`config.mk`:
```
export PLATFORM = sky130hd
export DESIGN_NAME = nba_lockstep_monitor
export DESIGN_NICKNAME = d
export VERILOG_FILES = /design/src/rtl/nba_lockstep_monitor.sv
export SDC_FILE = /design/constraint.sdc
export NUM_CORES = 1
export LEC_CHECK = 0
export BUFFER_PORTS_ARGS = -buffer_cell sky130_fd_sc_hd__buf_2
export CAP_MARGIN = 20
export CORE_MARGIN = 2
export CORE_UTILIZATION = 31
export CTS_CLUSTER_DIAMETER = 100
export CTS_CLUSTER_SIZE = 10
export DETAILED_ROUTE_END_ITERATION = 8
export PLACE_DENSITY = 0.47
export SYNTH_ARGS = -nofsm -noshare
export SYNTH_HDL_FRONTEND = slang
export SYNTH_SLANG_ARGS = --single-unit
export TNS_END_PERCENT = 5
```
`constraint.sdc`:
```
create_clock -name clk -period 2.8 [get_ports clk]
set_clock_uncertainty 0.1 [all_clocks]
set_input_delay 0.28 -clock clk [delete_from_list [all_inputs] [get_ports clk]]
set_output_delay 0.28 -clock clk [all_outputs]
set_load 0.005 [all_outputs]
```
`src/rtl/nba_lockstep_monitor.sv`:
```
// nba_lockstep_monitor
// Passive reader-side monitor for two nominally identical signals. It flags any
// cycle where they differ, timestamps the first difference, and measures the
// widths of high pulses on A. Inputs are used directly at the clock edge and
// every output is registered, so results appear one cycle after the sample.
//
// state     | meaning
// ----------+------------------------------------------------------------
// ST_IDLE   | A low, no pulse in progress
// ST_HIGH   | A high, len counts the cycles of the current pulse
// ST_DONE   | A pulse just ended; pulse_len_o/pulse_vld_o show it this cycle
module nba_lockstep_monitor #(
  parameter int CNT_W = 8,
  parameter int CYC_W = 16
) (
  input  logic             clk,
  input  logic             rst,
  input  logic             a_i,
  input  logic             b_i,
  input  logic             clear_i,
  output logic [CYC_W-1:0] cycle_o,
  output logic             mismatch_o,
  output logic [CNT_W-1:0] mismatch_cnt_o,
  output logic [CYC_W-1:0] first_err_o,
  output logic [CNT_W-1:0] pulse_len_o,
  output logic             pulse_vld_o,
  output logic [CNT_W-1:0] pulse_cnt_o
);

  localparam logic [1:0] ST_IDLE = 2'd0;
  localparam logic [1:0] ST_HIGH = 2'd1;
  localparam logic [1:0] ST_DONE = 2'd2;

  localparam logic [CNT_W-1:0] CNT_MAX = '1;
  localparam logic [CNT_W-1:0] CNT_ONE = CNT_W'(1);
  localparam logic [CYC_W-1:0] CYC_MAX = '1;
  localparam logic [CYC_W-1:0] CYC_ONE = CYC_W'(1);

  logic [1:0]       state;
  logic [CNT_W-1:0] len;
  logic             a_hi;
  logic             diff;

  // An unknown on either side must count as a difference, and only a clean 1
  // on A may start or extend a pulse.
  assign diff = (a_i !== b_i);
  assign a_hi = (a_i === 1'b1);

  // Free-running saturating cycle counter.
  always_ff @(posedge clk) begin
    if (rst) begin
      cycle_o <= '0;
    end else if (cycle_o != CYC_MAX) begin
      cycle_o <= cycle_o + CYC_ONE;
    end
  end

  // Mismatch tracking; a clear discards any difference sampled in the same cycle.
  always_ff @(posedge clk) begin
    if (rst || clear_i) begin
      mismatch_o     <= 1'b0;
      mismatch_cnt_o <= '0;
      first_err_o    <= '0;
    end else if (diff) begin
      if (mismatch_cnt_o != CNT_MAX) begin
        mismatch_cnt_o <= mismatch_cnt_o + CNT_ONE;
      end
      if (!mismatch_o) begin
        mismatch_o  <= 1'b1;
        first_err_o <= cycle_o;
      end
    end
  end

  // Pulse-width FSM on A. Results are registered on the edge that leaves
  // ST_HIGH, so pulse_vld_o is high exactly while the FSM sits in ST_DONE.
  always_ff @(posedge clk) begin
    if (rst) begin
      state       <= ST_IDLE;
      len         <= '0;
      pulse_len_o <= '0;
      pulse_vld_o <= 1'b0;
      pulse_cnt_o <= '0;
    end else begin
      pulse_vld_o <= 1'b0;
      case (state)
        ST_IDLE: begin
          if (a_hi) begin
            state <= ST_HIGH;
            len   <= CNT_ONE;
          end
        end
        ST_HIGH: begin
          if (a_hi) begin
            if (len != CNT_MAX) begin
              len <= len + CNT_ONE;
            end
          end else begin
            state       <= ST_DONE;
            pulse_len_o <= len;
            pulse_vld_o <= 1'b1;
            if (pulse_cnt_o != CNT_MAX) begin
              pulse_cnt_o <= pulse_cnt_o + CNT_ONE;
            end
          end
        end
        ST_DONE: begin
          // A single low cycle between pulses is legal; restart immediately.
          if (a_hi) begin
            state <= ST_HIGH;
            len   <= CNT_ONE;
          end else begin
            state <= ST_IDLE;
          end
        end
        default: begin
          state <= ST_IDLE;
        end
      endcase
    end
  end

endmodule

```
==> key figures, run 1 <==
Global routing
  – Global route hottest layer: met2
  – Largest net degree at the start of global routing: 45
  – Grt ovf: 0
  – Total GRT Usage: approximately 15%
  – Vias in the first global route: approximately 2.3k
  – Met1 capacity usage during global routing: 19.09%
  – First-pass GRT wire length: approximately 12000 µm
  – Grt met2 use: 23.54%
  – Initial antenna violation count: 0
  – Met3 Use GR: 4.230%

Floorplan
  – Die Width: 100.7 µm
  – Ports: 63
  – Core area: 9153 µm²
  – Die area: 10140 µm²
  – DIE HEIGHT: between 100 and 150 µm
  – Initial core utilization: a little under a third
  – Row cnt: 35

Worst hold path
  – Hold/Removal Path Class: input port to flop

Clocking
  – CTS sink count: 68
  – Total CTS buffers: 9
  – H-tree Lvls: 3
  – Post-CTS setup buffer count: 0
  – CTS root buf: clkbuf_8
  – Clk_lat worst skew: ~350 ps
  – Post-cts resize count: 0
  – Max clock buf depth: 2
  – CTS tree: done
  – Worst-path clk slew: roughly 80 ps
  – Number of hold buffers added after CTS: 0

Placed design
  – Post-DP HPWL: roughly 5000 µm
  – RePlAce Congestion: roughly 0.81
  – Port-buffer cells: between 60 and 70

Detailed routing
  – Vias/cell: around 5.0
  – DRT Pass-1 Iters: 4
  – Vias: about 2.6k
  – Initial detailed-routing violation count: 124
  – Wire per inst: approximately 14 µm
  – Final ANT Viol Nets: 0
  – Remaining DRCs: 0
  – Final wirelength: 7200 µm

Timing
  – Peak Freq: approximately 0.46 GHz
  – Period Utilization, post-route: just under 80%
  – Worst Tran Pin Value: around 620 ps
  – Final setup TNS: 0 ps
  – Hold Slack: about 250 ps
  – Slew margin rel.: 58.37%
  – Tmin final: 2159 ps
  – Hold Violations, Final: 0
  – Unrepaired setup endpoints after global routing: false
  – Final setup vio count: 0
  – Final slew viol count: 0

Setup path
  – CP Class: flop to flop
  – Critical path peak fanout: 8
  – Arr. time, crit path: approximately 2300 ps
  – Setup crit start kind: flop
  – Critical Path End Type: flop
  – Critical path data required time: between 2000 and 3000 ps

Synth
  – Cell taking the most area after synthesis: dfxtp_1
  – Sequential area share after synthesis: a little under half
  – Post-Syn Area: roughly 2900 µm²
  – Yosys reg bits: 68
  – Main synth FF type: dfxtp_1
  – Synth cell count leaders: dfxtp_1 (68), nand2_1 (63), a21oi_1 (39)
  – Synth async-reset ratio: 0%
  – Post-Synthesis Cells: 348
  – Post-synth EDFFs: 0
  – Area contributors post-synth: dfxtp_1 (47%), nand2_1 (8.2%), a21oi_1 (6.7%), nor2_1 (4.1%), xor2_1 (3.0%)
  – Most instantiated library cell after synthesis: dfxtp_1
  – Share of the synthesized area in the top cell type: between 40 and 50%
  – Total of warnings raised by yosys: 0
  – Avg Synthesized Cell Area: 8.331 µm²
  – Synth Net Count: approximately 360
  – Cell variety after synth: 43

Status
  – Status: finished clean

Run
  – Max Cap Viol: 0

Power and ir drop
  – Sequential Power Share: between 40% and 50%
  – Internal Power: 1598 µW
  – Worst vdd ir: between 0.3 and 0.4 mV
  – Power per cell area: 580.8 nW/µm²
  – Logic pwr share: approximately 4.7%
  – Switching Power: between 400 and 500 µW
  – Sw frac: a little under a quarter
  – Pleak: between 0.001 and 0.0015 µW
  – Clk pwr share: a little under half

Final layout
  – Area delta synth->final: 22.79%
  – Inserted Diodes: 0
  – Layout fillers: about 960
  – Ratio of cells with drive above 1 in the final layout: about 22%
  – NumNets Final: 419
## worst max-delay path, stage by stage (launching register included)
cell and delay, ps:
dfxtp_1 420, ha_1 240, nand3_1 170, nor4_2 600
buf_4 270, mux2i_1 190, nor2_1 50
## placed cells by master, fill, tap and decap left out, types with 7 or more instances in the layout
master and instances:
dfxtp_1 68, nand2_1 63, buf_2 62, a21oi_1 39, nor2_1 32, o21ai_0 13
nand4_1 10, xor2_1 10, nand3_1 9, clkbuf_8 9, or3_1 7
## logic make-up (layout without fill, tap and decap cells)
family          Yosys count  count (layout)  share of synthesized area (%)
compound gates           82              82                          17.13
mux                       5               5                          1.770
simple gates            154             154                          25.51
fa+ha+maj                 4               4                          1.726
buf+inv                  23              90                          3.280
flops                    68              68                          46.96
xor+xnor                 12              12                          3.625
## final cells by class
cell class	count	area [µm²]	share of cell area, %
clock inverters	7	115.1	3.234
flip-flops and latches	68	1361	38.24
multi-input cells	257	1443	40.53
repair buffers	68	355.3	9.982
inverters	6	22.52	0.6327
clock buffers	9	123.9	3.480
well taps	111	138.9	3.902
## registers in the layout, summed over array words and instances (netlist names)
register        cells
mismatch_cnt_o      8
pulse_cnt_o         8
pulse_vld_o         1
len                 8
state               2
first_err_o        16
pulse_len_o         8
mismatch_o          1
cycle_o            16
## layer usage
layer / share of wire (%) / wire (µm)
met4: 1.5 / 109
met2: 47 / 3369
met1: 47 / 3396
met5: 0 / 0
met3: 4.5 / 323
## per-stage QoR
step                power (µW)  setup slack, ps  cells  area [µm²]  util (%)
floorplan                 1080            959.7    348        2899         -
global placement          1114            683.1    509        3313     36.20
detailed placement        1114            635.5    509        3313     36.20
CTS                       2099            612.2    525        3552     38.81
global route              2157            444.0    526        3560     38.89
finish                    2067            641.4    526        3560     38.89
## power groups by stage
stage                     Sequential, µW  Combinational, µW  Clock [µW]
after floorplan                     1010               67.8           0
after global placement              1010               99.8           0
after detailed placement            1020               98.7           0
after CTS                            992               98.9        1010
after global routing                 995                112        1050
final                                992               98.1         977
## final timing paths
path / start / endpoint / slack [ps] / depth (start not counted)
min reg2reg: first_err_o[7] / first_err_o[7] / 350 / 2
max reg2reg: cycle_o[0] / cycle_o[1] / 640 / 6
min: b_i / mismatch_o / 250 / 4
max: cycle_o[0] / cycle_o[1] / 640 / 6
No activity file was read; power rests on OpenSTA's default activity.
==> inputs of run 2 (changes only) <==
clock period = 2.25 ns   (was 2.8 ns; I/O delays follow)
==> run 2 against run 1 <==
Clock power down 12%. Cell count is 0.57% higher. Setup slack lost 360 ps. Sequential power grew 24%. Via count increased by 1.9%. Sequential share of layout area is 0.59 points higher.
==> key figures, run 2 (synthesis gave the netlist of run 1 again) <==
Status
  – Status: finished clean

Power and ir drop
  – Total power: around 2200 µW
  – Internal Power: 1688 µW
  – Switching Power: 535.9 µW
  – Power per cell area: about 630 nW/µm²
  – Worst vdd ir: 0.3401 mV
  – Sw frac: 24.10%
  – Sequential Power Share: 55.5%
  – Pleak: about 0.0014 µW
  – Logic pwr share: around 5.7%
  – Clk pwr share: approximately two fifths

Global routing
  – Grt ovf: 0
  – Initial antenna violation count: 0
  – Largest net degree at the start of global routing: 45
  – Total GRT Usage: between 10% and 20%
  – First-pass GRT wire length: 11750 µm
  – Vias in the first global route: roughly 2.4k

Detailed routing
  – Vias/cell: 5.040
  – Remaining DRCs: 0
  – DRT Pass-1 Iters: 4
  – Initial detailed-routing violation count: 91
  – Final ANT Viol Nets: 0
  – Final wirelength: a little over 7000 µm
  – Vias: approximately 2.7k
  – Wire per inst: roughly 13 µm

Clocking
  – Total CTS buffers: 9
  – Post-CTS setup buffer count: 0
  – Clk_lat worst skew: roughly 340 ps
  – Number of hold buffers added after CTS: 0
  – Max clock buf depth: 2
  – H-tree Lvls: 3
  – CTS root buf: clkbuf_8
  – Post-cts resize count: 0
  – Worst-path clk slew: ~70 ps
  – CTS tree: done
  – CTS sink count: between 60 and 70

Final layout
  – Fin cells: roughly 530
  – Ratio of cells with drive above 1 in the final layout: a little over a fifth
  – Largest registers: cycle_o (16), first_err_o (16)
  – Commonest non-fill, non-tap cell in the layout: dfxtp_1
  – Inserted Diodes: 0
  – Area delta synth->final: 20.93%
  – Most frequent cells in the layout: dfxtp_1 (68), nand2_1 (63), buf_2 (62), a21oi_1 (39), nor2_1 (32)
  – Layout fillers: around 970
  – NumNets Final: roughly 420

Placed design
  – Port-buffer cells: between 60 and 70
  – RePlAce Congestion: around 0.79
  – Setup WS pre-CTS: roughly 320 ps
  – Post-DP HPWL: 4907 µm
  – Placed Cells: ~500

Floorplan
  – Initial core utilization: 31.67%
  – Die Width: between 100 and 150 µm
  – Die area: a little over 10000 µm²
  – DIE HEIGHT: about 100 µm
  – Row cnt: 35
  – Core area: 9153 µm²
  – Ports: between 60 and 70

Timing
  – Peak Freq: between 0.5 and 0.6 GHz
  – Worst Tran Pin Value: ~640 ps
  – Final setup margin: about 280 ps
  – Period Utilization, post-route: around 87%
  – Hold Slack: approximately 230 ps
  – Final slew viol count: 0
  – Final setup TNS: 0 ps
  – Final setup vio count: 0
  – Unrepaired setup endpoints after global routing: false
  – Slew margin rel.: a little under three fifths
  – Tmin final: between 1500 and 2000 ps
  – Hold Violations, Final: 0

Setup path
  – Critical path data required time: between 2000 and 2500 ps
  – CP Class: flop to flop
  – Critical path peak fanout: 12
  – Reg2reg path depth: 4
  – Critical Path End Type: flop
  – Arr. time, crit path: around 2100 ps
  – Setup crit start kind: flop

Worst hold path
  – Hold Path Depth: 4
  – Hold/Removal Path Class: input port to flop

Run
  – Max Cap Viol: 0
run 2: worst max-delay path: stages, from the launching register on:
cell and delay (ps):
dfxtp_1 510, or3b_1 400, or3b_1 430, or3_1 320, a21oi_1 140
run 2: layout make-up:
type	count	area, µm²	share of cell area, %
well taps	111	138.9	3.961
clock inverters	2	10.01	0.2855
multi-input cells	257	1443	41.15
repair buffers	71	377.9	10.78
inverters	6	22.52	0.6424
clock buffers	14	152.6	4.354
flip-flops and latches	68	1361	38.83
run 2: metal layers:
| layer | GRT usage, % | routed length (µm) | up-vias | part of all wire (%) |
|---|---|---|---|---|
| met1 | 18.85 | 3358 | 1233 | 48 |
| met2 | 23.33 | 3277 | 62 | 46 |
| met4 | 4.215 | 63 | 0 | 0.89 |
| met3 | 4.785 | 365 | 5 | 5.2 |
| met5 | 0 | 0 | - | 0 |
| li1 | - | - | 1366 | - |
run 2: power groups by stage:
stage / registers, µW / logic, µW / clock network (µW)
after floorplan: 1260 / 84.4 / 0
after global placement: 1260 / 124 / 0
after detailed placement: 1260 / 125 / 0
after CTS: 1230 / 126 / 904
after global routing: 1240 / 142 / 952
final: 1230 / 126 / 864
run 2: path summary, 6_finish.rpt:
kind                  start  slack [ps]             end
max                state[0]         280  pulse_cnt_o[6]
min                     b_i         230      mismatch_o
max reg2reg        state[0]         280  pulse_cnt_o[6]
min reg2reg  first_err_o[8]         350  first_err_o[8]
run 2: stage by stage:
stage | area (µm²) | utilization [%]
after floorplan | 2899 | -
after detailed placement | 3336 | 36.45
after global placement | 3336 | 36.45
final | 3506 | 38.30
after CTS | 3498 | 38.22
after global routing | 3506 | 38.30
==> inputs of run 3 (changes only) <==
CORE_UTILIZATION = 45   (was 31)
PLACE_DENSITY = 0.65   (was 0.47)
==> run 3 against run 2 <==
Via count increased by 0.64%. Fmax increased by 0.55%. Critical path depth unchanged. Non-clock buffer count decreased by 3. Core utilization increased by 17 points. Highest routed layer unchanged. Sequential power about the same. First-iteration DRC count increased by 76%. Global-route usage increased by 4.7 points. Sequential share of layout area increased by 0.66 points. Clock power increased by 1%.
==> key figures, run 3 (synthesis gave the netlist of run 1 again) <==
Status
  – Status: finished clean

Setup path
  – Setup crit start kind: flop
  – CP Class: flop to flop
  – Cell Chain, Critical Path: or3b_1, or3b_1, or3_1, a21oi_1
  – Critical path data required time: ~2400 ps
  – Critical Path End Type: flop
  – Critical path peak fanout: 12
  – CP max stage cell: dfxtp_1
  – Arr. time, crit path: 2110 ps
  – CP max stage delay: 500 ps
  – Crit path max-delay family: simple AND/OR/NAND/NOR gates
  – Most Frequent Cell on Critical Path: or3b_1
  – CP bufs+invs: 0

Detailed routing
  – Final ANT Viol Nets: 0
  – Vias: roughly 2.7k
  – DRT Pass-1 Iters: 4
  – Final wirelength: around 6600 µm
  – Vias/cell: 5.464
  – Wire per inst: approximately 13 µm
  – Remaining DRCs: 0
  – Initial detailed-routing violation count: 160

Power and ir drop
  – Power per cell area: between 600 and 700 nW/µm²
  – Pleak: 0.001365 µW
  – Worst vdd ir: 0.3549 mV
  – Total power: roughly 2200 µW

Placed design
  – Setup WS pre-CTS: 316.0 ps
  – Port-buffer cells: 62
  – Post-DP HPWL: between 4000 and 5000 µm
  – RePlAce Congestion: approximately 0.82

Timing
  – Final setup margin: approximately 300 ps
  – Peak Freq: a little over 0.5 GHz
  – Unrepaired setup endpoints after global routing: false
  – Hold Violations, Final: 0
  – Final setup TNS: 0 ps
  – Slew margin rel.: 29.01%
  – Hold Slack: 230.3 ps
  – Tmin final: approximately 2000 ps
  – Period Utilization, post-route: between 80 and 90%
  – Final setup vio count: 0
  – Worst Tran Pin Value: 1061 ps
  – Final slew viol count: 0

Floorplan
  – Core area: around 6300 µm²
  – Initial core utilization: 46.18%
  – Ports: 63
  – Die area: ~7100 µm²
  – Die Width: 84.27 µm
  – Row cnt: 29
  – DIE HEIGHT: around 84 µm

Clocking
  – Clk_lat worst skew: roughly 330 ps
  – H-tree Lvls: 3
  – CTS root buf: clkbuf_8
  – CTS tree: done
  – Worst-path clk slew: 70 ps
  – CTS sink count: approximately 70
  – Number of hold buffers added after CTS: 0
  – Total CTS buffers: 9
  – Post-cts resize count: 0
  – Post-CTS setup buffer count: 0
  – Max clock buf depth: 2

Global routing
  – Total GRT Usage: 19.35%
  – Largest net degree at the start of global routing: 45
  – Initial antenna violation count: 0
  – Grt ovf: 0
  – First-pass GRT wire length: between 10000 and 15000 µm
  – Vias in the first global route: 2558

Final layout
  – Inserted Diodes: 0
  – Layout fillers: between 600 and 700
  – Area delta synth->final: 18.90%
  – Most frequent cells in the layout: dfxtp_1 (68), nand2_1 (63), buf_2 (62), a21oi_1 (39), nor2_1 (32)
  – Largest registers: cycle_o (16), first_err_o (16)
  – Ratio of cells with drive above 1 in the final layout: between 20% and 30%
  – NumNets Final: between 400 and 500
  – Commonest non-fill, non-tap cell in the layout: dfxtp_1

Run
  – Max Cap Viol: 0

Worst hold path
  – Hold/Removal Path Class: input port to flop
run 3: metal layers:
metal / GRT usage, % / part of all wire (%)
met4: 9.677 / 1.4
met2: 32.18 / 49
met5: 0 / 0
met3: 4.130 / 4.4
met1: 23.71 / 46
run 3: worst reg2reg max path, delay by kind of cell (launching register included):
| kind | cells | cell delay, ps |
|---|---|---|
| AND/OR/NAND/NOR | 3 | 1160 |
| flip-flops | 1 | 500 |
| AO/OA/AOI/OAI | 1 | 140 |
run 3: path summary, 6_finish.rpt:
path | start | end | slack (ps) | cells past startpoint
worst min-delay path | a_i | len[7] | 230 | 3
worst max register to register | state[0] | pulse_cnt_o[6] | 290 | 4
worst max-delay path | state[0] | pulse_cnt_o[6] | 290 | 4
worst min register to register | first_err_o[8] | first_err_o[8] | 350 | 2
run 3: final cells by class:
cell class / count / area [µm²] / area share (%)
clock buffer: 13 / 158.9 / 4.610
inverter: 6 / 22.52 / 0.6534
sequential: 68 / 1361 / 39.49
timing repair buffer: 68 / 355.3 / 10.31
clock inverter: 2 / 10.01 / 0.2904
multi-input combinational: 257 / 1443 / 41.85
tap: 77 / 96.34 / 2.795
run 3: through the flow:
step                      cells  instance area (µm²)  utilization (%)
final                       491                 3447            54.91
after global routing        491                 3447            54.91
after CTS                   491                 3447            54.91
after detailed placement    476                 3278            52.22
after global placement      476                 3278            52.22
after floorplan             348                 2899                -
run 3: power breakdown:
group,internal (µW),total [µW],leakage [µW],switching [µW]
registers,1220,1240,0.000550,18.9
logic,37.5,117,0.000726,79.5
clock network,452,873,0.0000893,422
